==> config.mk <==
export PLATFORM = sky130hd
export DESIGN_NAME = calc_entry_ctrl
export DESIGN_NICKNAME = d
export VERILOG_FILES = /design/src/rtl/calc_entry_ctrl.sv
export SDC_FILE = /design/constraint.sdc
export NUM_CORES = 1
export LEC_CHECK = 0
export CAP_MARGIN = 20
export CELL_PAD_IN_SITES_DETAIL_PLACEMENT = 0
export CELL_PAD_IN_SITES_GLOBAL_PLACEMENT = 1
export CORE_MARGIN = 2
export CORE_UTILIZATION = 30
export DETAILED_ROUTE_END_ITERATION = 7
export PLACE_DENSITY = 0.65
export SKIP_LAST_GASP = 1
export SLEW_MARGIN = 20
export SYNTH_ARGS = -nofsm -noshare
export SYNTH_HDL_FRONTEND = slang
export SYNTH_SLANG_ARGS = --single-unit
==> constraint.sdc <==
create_clock -name i_clk -period 2.7 [get_ports i_clk]
set_input_delay 0.405 -clock i_clk [delete_from_list [all_inputs] [get_ports i_clk]]
set_output_delay 0.405 -clock i_clk [all_outputs]
set_load 0.02 [all_outputs]
==> src/rtl/calc_entry_ctrl.sv <==
// calc_entry_ctrl
//   Key-entry sequencer for the keypad calculator. It turns keypad presses into
//   two BCD operands plus an add/subtract operator. On '=' it raises a
//   calculation request and waits for the datapath. It then holds the
//   result-display state until the next key arrives.
//
// Ports
//   i_clk              system clock, everything on posedge
//   i_rst              synchronous active-high reset
//   i_press            key-held level from the scanner
//   i_scan_code        key code, valid while i_press=1 (0-9 digits, A..F commands)
//   i_calc_ack         datapath done, sampled only in CALC
//   o_buf_flag_1/2     operand digit-occupied flags (thermometer, LSB first)
//   o_key_buf_code_1/2 operand BCD, newest digit in [3:0]
//   o_op_sub           0 = add, 1 = subtract
//   o_calc_req         calculation request, held until ack
//   o_result_valid     datapath result is being displayed
//   o_err              one-cycle pulse on the cycle after a rejected key
//   o_state            00 ENTER_A, 01 ENTER_B, 10 CALC, 11 RESULT
module calc_entry_ctrl #(
   parameter int unsigned DIGITS  = 6,
   parameter logic [3:0]  KEY_ADD = 4'hA,
   parameter logic [3:0]  KEY_SUB = 4'hB,
   parameter logic [3:0]  KEY_EQ  = 4'hC,
   parameter logic [3:0]  KEY_BS  = 4'hD,
   parameter logic [3:0]  KEY_CE  = 4'hE,
   parameter logic [3:0]  KEY_AC  = 4'hF
) (
   input  logic                  i_clk,
   input  logic                  i_rst,
   input  logic                  i_press,
   input  logic [3:0]            i_scan_code,
   input  logic                  i_calc_ack,
   output logic [DIGITS-1:0]     o_buf_flag_1,
   output logic [4*DIGITS-1:0]   o_key_buf_code_1,
   output logic [DIGITS-1:0]     o_buf_flag_2,
   output logic [4*DIGITS-1:0]   o_key_buf_code_2,
   output logic                  o_op_sub,
   output logic                  o_calc_req,
   output logic                  o_result_valid,
   output logic                  o_err,
   output logic [1:0]            o_state
);

   localparam int unsigned CW = 4 * DIGITS;

   typedef enum logic [1:0] {
      ENTER_A = 2'b00,
      ENTER_B = 2'b01,
      CALC    = 2'b10,
      RESULT  = 2'b11
   } state_t;

   state_t              r_state;
   logic                r_press_d;
   logic                r_blk;
   logic [DIGITS-1:0]   r_flag_1, r_flag_2;
   logic [CW-1:0]       r_code_1, r_code_2;
   logic                r_op_sub, r_calc_req, r_result_valid, r_err;

   logic                w_key, w_is_digit, w_cur_b, w_cur_empty, w_cur_full;
   logic [DIGITS-1:0]   w_cur_flag, w_op_flag;
   logic [CW-1:0]       w_cur_code, w_op_code;
   logic                w_op_we;

   // r_blk holds off acceptance when the key was already down while reset was
   // asserted. The key must be released once before any edge counts.
   assign w_key      = i_press & ~r_press_d & ~r_blk;
   assign w_is_digit = (i_scan_code <= 4'd9);

   // The operand being edited: operand 2 only while in ENTER_B.
   assign w_cur_b     = (r_state == ENTER_B);
   assign w_cur_flag  = w_cur_b ? r_flag_2 : r_flag_1;
   assign w_cur_code  = w_cur_b ? r_code_2 : r_code_1;
   // The flags are a thermometer code, so the end bits give empty and full.
   assign w_cur_empty = ~w_cur_flag[0];
   assign w_cur_full  = w_cur_flag[DIGITS-1];

   // Buffer edits for the current operand in the entry states.
   always_comb begin
      w_op_we   = 1'b0;
      w_op_code = w_cur_code;
      w_op_flag = w_cur_flag;
      if (w_key && (r_state == ENTER_A || r_state == ENTER_B)) begin
         if (w_is_digit) begin
            // A leading zero is swallowed silently. A full buffer is rejected in the FSM.
            if (!w_cur_full && !(w_cur_empty && i_scan_code == 4'd0)) begin
               w_op_we   = 1'b1;
               w_op_code = {w_cur_code[CW-5:0], i_scan_code};
               w_op_flag = {w_cur_flag[DIGITS-2:0], 1'b1};
            end
         end else if (i_scan_code == KEY_BS) begin
            w_op_we   = ~w_cur_empty;
            w_op_code = w_cur_code >> 4;
            w_op_flag = w_cur_flag >> 1;
         end else if (i_scan_code == KEY_CE) begin
            w_op_we   = 1'b1;
            w_op_code = '0;
            w_op_flag = '0;
         end
      end
   end

   always_ff @(posedge i_clk) begin
      if (i_rst) begin
         r_state        <= ENTER_A;
         r_press_d      <= 1'b0;
         r_blk          <= i_press;
         r_flag_1       <= '0;
         r_flag_2       <= '0;
         r_code_1       <= '0;
         r_code_2       <= '0;
         r_op_sub       <= 1'b0;
         r_calc_req     <= 1'b0;
         r_result_valid <= 1'b0;
         r_err          <= 1'b0;
      end else begin
         r_press_d <= i_press;
         if (!i_press) r_blk <= 1'b0;
         r_err <= 1'b0;

         if (w_key && i_scan_code == KEY_AC) begin
            // All-clear overrides everything, including an ack on the same edge.
            r_flag_1       <= '0;
            r_flag_2       <= '0;
            r_code_1       <= '0;
            r_code_2       <= '0;
            r_op_sub       <= 1'b0;
            r_calc_req     <= 1'b0;
            r_result_valid <= 1'b0;
            r_state        <= ENTER_A;
         end else if (r_state == CALC) begin
            if (w_key) r_err <= 1'b1;
            if (i_calc_ack) begin
               r_calc_req     <= 1'b0;
               r_result_valid <= 1'b1;
               r_state        <= RESULT;
            end
         end else if (r_state == RESULT) begin
            if (w_key) begin
               // Any key leaves the display. A non-zero digit opens a new operand 1.
               r_result_valid <= 1'b0;
               r_state        <= ENTER_A;
               r_flag_1       <= '0;
               r_code_1       <= '0;
               r_flag_2       <= '0;
               r_code_2       <= '0;
               if (w_is_digit && i_scan_code != 4'd0) begin
                  r_code_1 <= CW'(i_scan_code);
                  r_flag_1 <= DIGITS'(1);
               end
               if (i_scan_code == KEY_ADD || i_scan_code == KEY_SUB || i_scan_code == KEY_EQ)
                  r_err <= 1'b1;
            end
         end else if (w_key) begin
            if (w_op_we) begin
               if (w_cur_b) begin
                  r_code_2 <= w_op_code;
                  r_flag_2 <= w_op_flag;
               end else begin
                  r_code_1 <= w_op_code;
                  r_flag_1 <= w_op_flag;
               end
            end
            if (w_is_digit) begin
               if (w_cur_full) r_err <= 1'b1;
            end else begin
               case (i_scan_code)
                  KEY_ADD, KEY_SUB: begin
                     if (!w_cur_b) begin
                        r_op_sub <= (i_scan_code == KEY_SUB);
                        r_state  <= ENTER_B;
                     end else if (w_cur_empty) begin
                        r_op_sub <= (i_scan_code == KEY_SUB);
                     end else begin
                        r_err <= 1'b1;
                     end
                  end
                  KEY_EQ: begin
                     if (w_cur_b) begin
                        r_state    <= CALC;
                        r_calc_req <= 1'b1;
                     end else begin
                        r_err <= 1'b1;
                     end
                  end
                  KEY_BS: begin
                     // Backspace on an empty operand 2 steps back to operand 1.
                     if (w_cur_empty && w_cur_b) begin
                        r_state  <= ENTER_A;
                        r_op_sub <= 1'b0;
                     end
                  end
                  default: ;
               endcase
            end
         end
      end
   end

   assign o_buf_flag_1     = r_flag_1;
   assign o_key_buf_code_1 = r_code_1;
   assign o_buf_flag_2     = r_flag_2;
   assign o_key_buf_code_2 = r_code_2;
   assign o_op_sub         = r_op_sub;
   assign o_calc_req       = r_calc_req;
   assign o_result_valid   = r_result_valid;
   assign o_err            = r_err;
   assign o_state          = r_state;

endmodule

==> impl_metrics.csv <==
group,metric,value,unit
timing,final.setup_skew,0.00825,ns
hold_path,hold_path.startpoint,"o_key_buf_code_1[22]",
placed_design,placedInstanceArea,4810,um^2
detailed_routing,drt_iter0_drc,243,
final_layout,finalInstanceArea,5130,um^2
clocking,max_buffers_root_to_sink,2,
die,rows,40,
final_layout,layout.nets,544,
final_layout,flow.area_growth_from_synthesis,40.5,%
yosys,post_synth_inst_count,438,
detailed_routing,wirelength,12600,um
timing,tightestPinTransition,0.566,ns
status,run_status,"completed",
placed_design,port-buffer-count,73,
timing,hold_viol_final,0,
grt,globalRouteTotalUtil,19.5,%
critical_path,critPathMaxStageDelay,0.38,ns
timing,timing.final.max_slew_violations,0,
placed_design,hpwlAfterDp,9220,um
die,die_width,114,um
detailed_routing,remaining_drc_errors,0,
critical_path,worst_path_max_delay_cell,"or3b_1",
timing,post-route-worst-setup-slack,0.231,ns
clocking,tritoncts_num_sinks,68,
grt,vias_in_the_first_global_route,3655,
clocking,cts_max_level,3,
clocking,clock_tree.root_cell,"clkbuf_16",
timing,setup_total_negative_slack,0,ns
placed_design,post-place-ws,0.0112,ns
critical_path,timing.critical_path.to_type,"flip-flop",
die,design.portCount,74,
detailed_routing,drtPass1Iterations,4,
detailed_routing,drt.antenna.violating_nets,0,
clocking,post_cts_buffers,0,
die,dieArea,13100,um^2
timing,final_min_period_over_clock_period,91.4,%
grt,grt_first_pass_wirelength,19900,um
yosys,synth_area_leader_cell,"dfxtp_1",
final_layout,drive_gt1_share,13.8,%
timing,period_minus_slack,2.47,ns
critical_path,timing.reg2reg.setup_slack,0.23,ns
detailed_routing,wl_per_cell,18.4,um
clocking,clock_tree_from_tritoncts,"built",
yosys,yosys_warnings,0,
grt,grt_overflow_total,0,
pwr,worst_case_vdd_ir_drop,0.000267,V
yosys,netlist-cell-type-count,52,
clocking,holdBufCountCts,0,
pwr,p_leak,1.75,nW
yosys,synth-edff-count,1,
critical_path,cp_cell_sequence,"inv_1, ha_4, buf_8, o21ai_1, buf_4, or2_2, o22ai_1, or3b_1, a21oi_1",
clocking,clkLatencyLatePin,0.34,ns
clocking,cts_made_buffers,9,
final_layout,fillerInstances,1195,
yosys,post_synth_instance_area,3650,um^2
clocking,cts_clock_pin_slew_for_the_worst_setup_and_hold_paths,0.06,ns
yosys,synth_top_area_share,36.7,%
timing,worst_slew_margin_rel,62.3,%
pwr,power-per-cell-area,492,nW/um^2
critical_path,crit_required,2.97,ns
yosys,async_reset_ff_share,0,%
critical_path,rr_worst_depth,9,
placed_design,place_congestion,0.841,
hold_path,hold-path-cell-count,2,
yosys,postSynthNetCount,451,
timing,hold_ws,0.473,ns
detailed_routing,drt-vias-per-instance,5.47,
timing,rsz0062_at_grt,"no",
job,max_capacitance_violation_total,0,
die,design.core.area,12000,um^2
yosys,synth.area.top_cells,"dfxtp_1 37%, mux2i_1 9.0%, a21oi_1 7.8%",
die,starting_density_of_the_core,30.5,%
yosys,synthMostInstantiatedCell,"dfxtp_1",
timing,fmax,405,MHz
critical_path,critical-path-top-delay-family,"simple AND/OR/NAND/NOR gates",
grt,antenna_found_initial,0,
critical_path,rr_startpoint,"o_state[1]",
yosys,syn-mean-instance-area,8.34,um^2
critical_path,critPathArrivalTime,2.74,ns
critical_path,critical_path_peak_fanout,20,
timing,finalSetupViolCount,0,
critical_path,worstSetupPathType,"reg2reg",
yosys,netlist_top_cells_count,"67 x dfxtp_1, 57 x a21oi_1, 33 x mux2i_1, 29 x o21ai_0, 28 x nor2_1",
yosys,primary_flip_flop_cell_chosen_by_synthesis_mapping,"dfxtp_1",
hold_path,hold_path_end,"o_key_buf_code_1[22]",
critical_path,critical_path_buf_inv_count,3,
critical_path,reg2reg_to,"o_key_buf_code_2[22]",
detailed_routing,route.vias.total,3731,
hold_path,hold_path_class,"reg2reg",
die,die-height,114,um
final_layout,antenna_cells_inserted,0,
grt,maximum_number_of_pins_on_one_net_before_global_route_repair,31,
critical_path,critical_path.startpoint_type,"flip-flop",
yosys,yosysSeqAreaShare,37.5,%
yosys,synth.ff_latch_count,68,
## logic make-up (layout without fill, tap and decap cells)
kind of cell / Yosys count / in the layout / share of synthesized area, %
mux: 36 / 36 / 10.0
flops: 68 / 68 / 37.5
fa+ha+maj: 5 / 5 / 1.71
simple gates: 111 / 111 / 15.6
compound gates: 173 / 173 / 29.7
xor+xnor: 1 / 1 / 0.240
buf+inv: 44 / 141 / 5.21
## metrics by stage
| stage | instances | util [%] | power (mW) |
|---|---|---|---|
| 3_5_place_dp | 667 | 40.2 | 1.37 |
| 5_1_grt | 682 | 42.9 | 2.61 |
| 2_1_floorplan | 438 | - | 1.23 |
| 4_1_cts | 682 | 42.7 | 2.55 |
| 3_3_place_gp | 667 | 40.2 | 1.37 |
| 6_report | 682 | 42.9 | 2.52 |
## registers in the layout, summed over array words and instances, names as in the netlist
| register | count |
|---|---|
| r_blk | 1 |
| o_buf_flag_2 | 6 |
| o_result_valid | 1 |
| o_key_buf_code_1 | 24 |
| r_press_d | 1 |
| o_buf_flag_1 | 6 |
| o_key_buf_code_2 | 24 |
| o_err | 1 |
| o_op_sub | 1 |
| o_state | 2 |
| o_calc_req | 1 |
## worst max-delay path by stage
stage | from | end | slack [ns] | cells past startpoint
floorplan | o_state[1] | o_key_buf_code_2[22] | 0.09 | 10
global placement | i_scan_code[0] | o_key_buf_code_1[20] | 0.04 | 9
detailed placement | i_press | o_key_buf_code_2[22] | 0.01 | 9
CTS | o_state[1] | o_key_buf_code_2[22] | 0.01 | 9
global route | o_state[1] | o_key_buf_code_2[23] | 0.06 | 10
finish | o_state[1] | o_key_buf_code_2[22] | 0.23 | 9
## placed cells by master, fill, tap and decap left out, types with 4 or more instances in the layout
cell             count
clkdlybuf4s50_1     73
dfxtp_1             67
a21oi_1             57
buf_4               42
mux2i_1             33
o21ai_0             29
nor2_1              28
o22ai_1             23
nor3_1              22
o2bb2ai_1           22
nand2_1             20
nand3_1             12
clkbuf_16            9
o21ai_1              8
a211oi_1             7
a31oi_1              7
inv_1                6
and2_1               4
a311oi_1             4
ha_1                 4
buf_12               4
## per-layer routing
layer	vias up	track usage (%)	wire length, um
met5	-	0	0
met4	0	5.85	159
met3	16	3.34	509
met2	96	31.5	5940
met1	1784	26.8	5940
li1	1835	-	-
## worst reg2reg max path: cells and delay by family, from the launching register on
| kind | cells | cell delay (ns) |
|---|---|---|
| buffers and inverters | 3 | 0.62 |
| AOI/OAI and AO/OA | 3 | 0.52 |
| adders and majority gates | 1 | 0.23 |
| DFF | 1 | 0.31 |
| and+or+nand+nor | 2 | 0.73 |
## report_power, final
group	leakage [nW]	internal (mW)	total, mW	switching (mW)
Combinational	1.05	0.130	0.320	0.190
Sequential	0.551	1.02	1.03	0.0118
Clock	0.142	0.733	1.17	0.435
## repair_timing
action	CTS	global route
endpoints found under the setup margin	0	45
gates resized for setup	0	5
hold endpoints to repair	0	0
## cell type report
| class | instances | area, um^2 | area share [%] |
|---|---|---|---|
| multi-input cells | 326 | 2120 | 41.3 |
| repair buffers | 120 | 1140 | 22.2 |
| well taps | 147 | 184 | 3.58 |
| flip-flops and latches | 68 | 1370 | 26.7 |
| clock buffers | 11 | 243 | 4.73 |
| inverters | 6 | 22.5 | 0.439 |
| clock inverters | 4 | 48.8 | 0.951 |
Note: power is estimated with default switching activity, not from simulation.
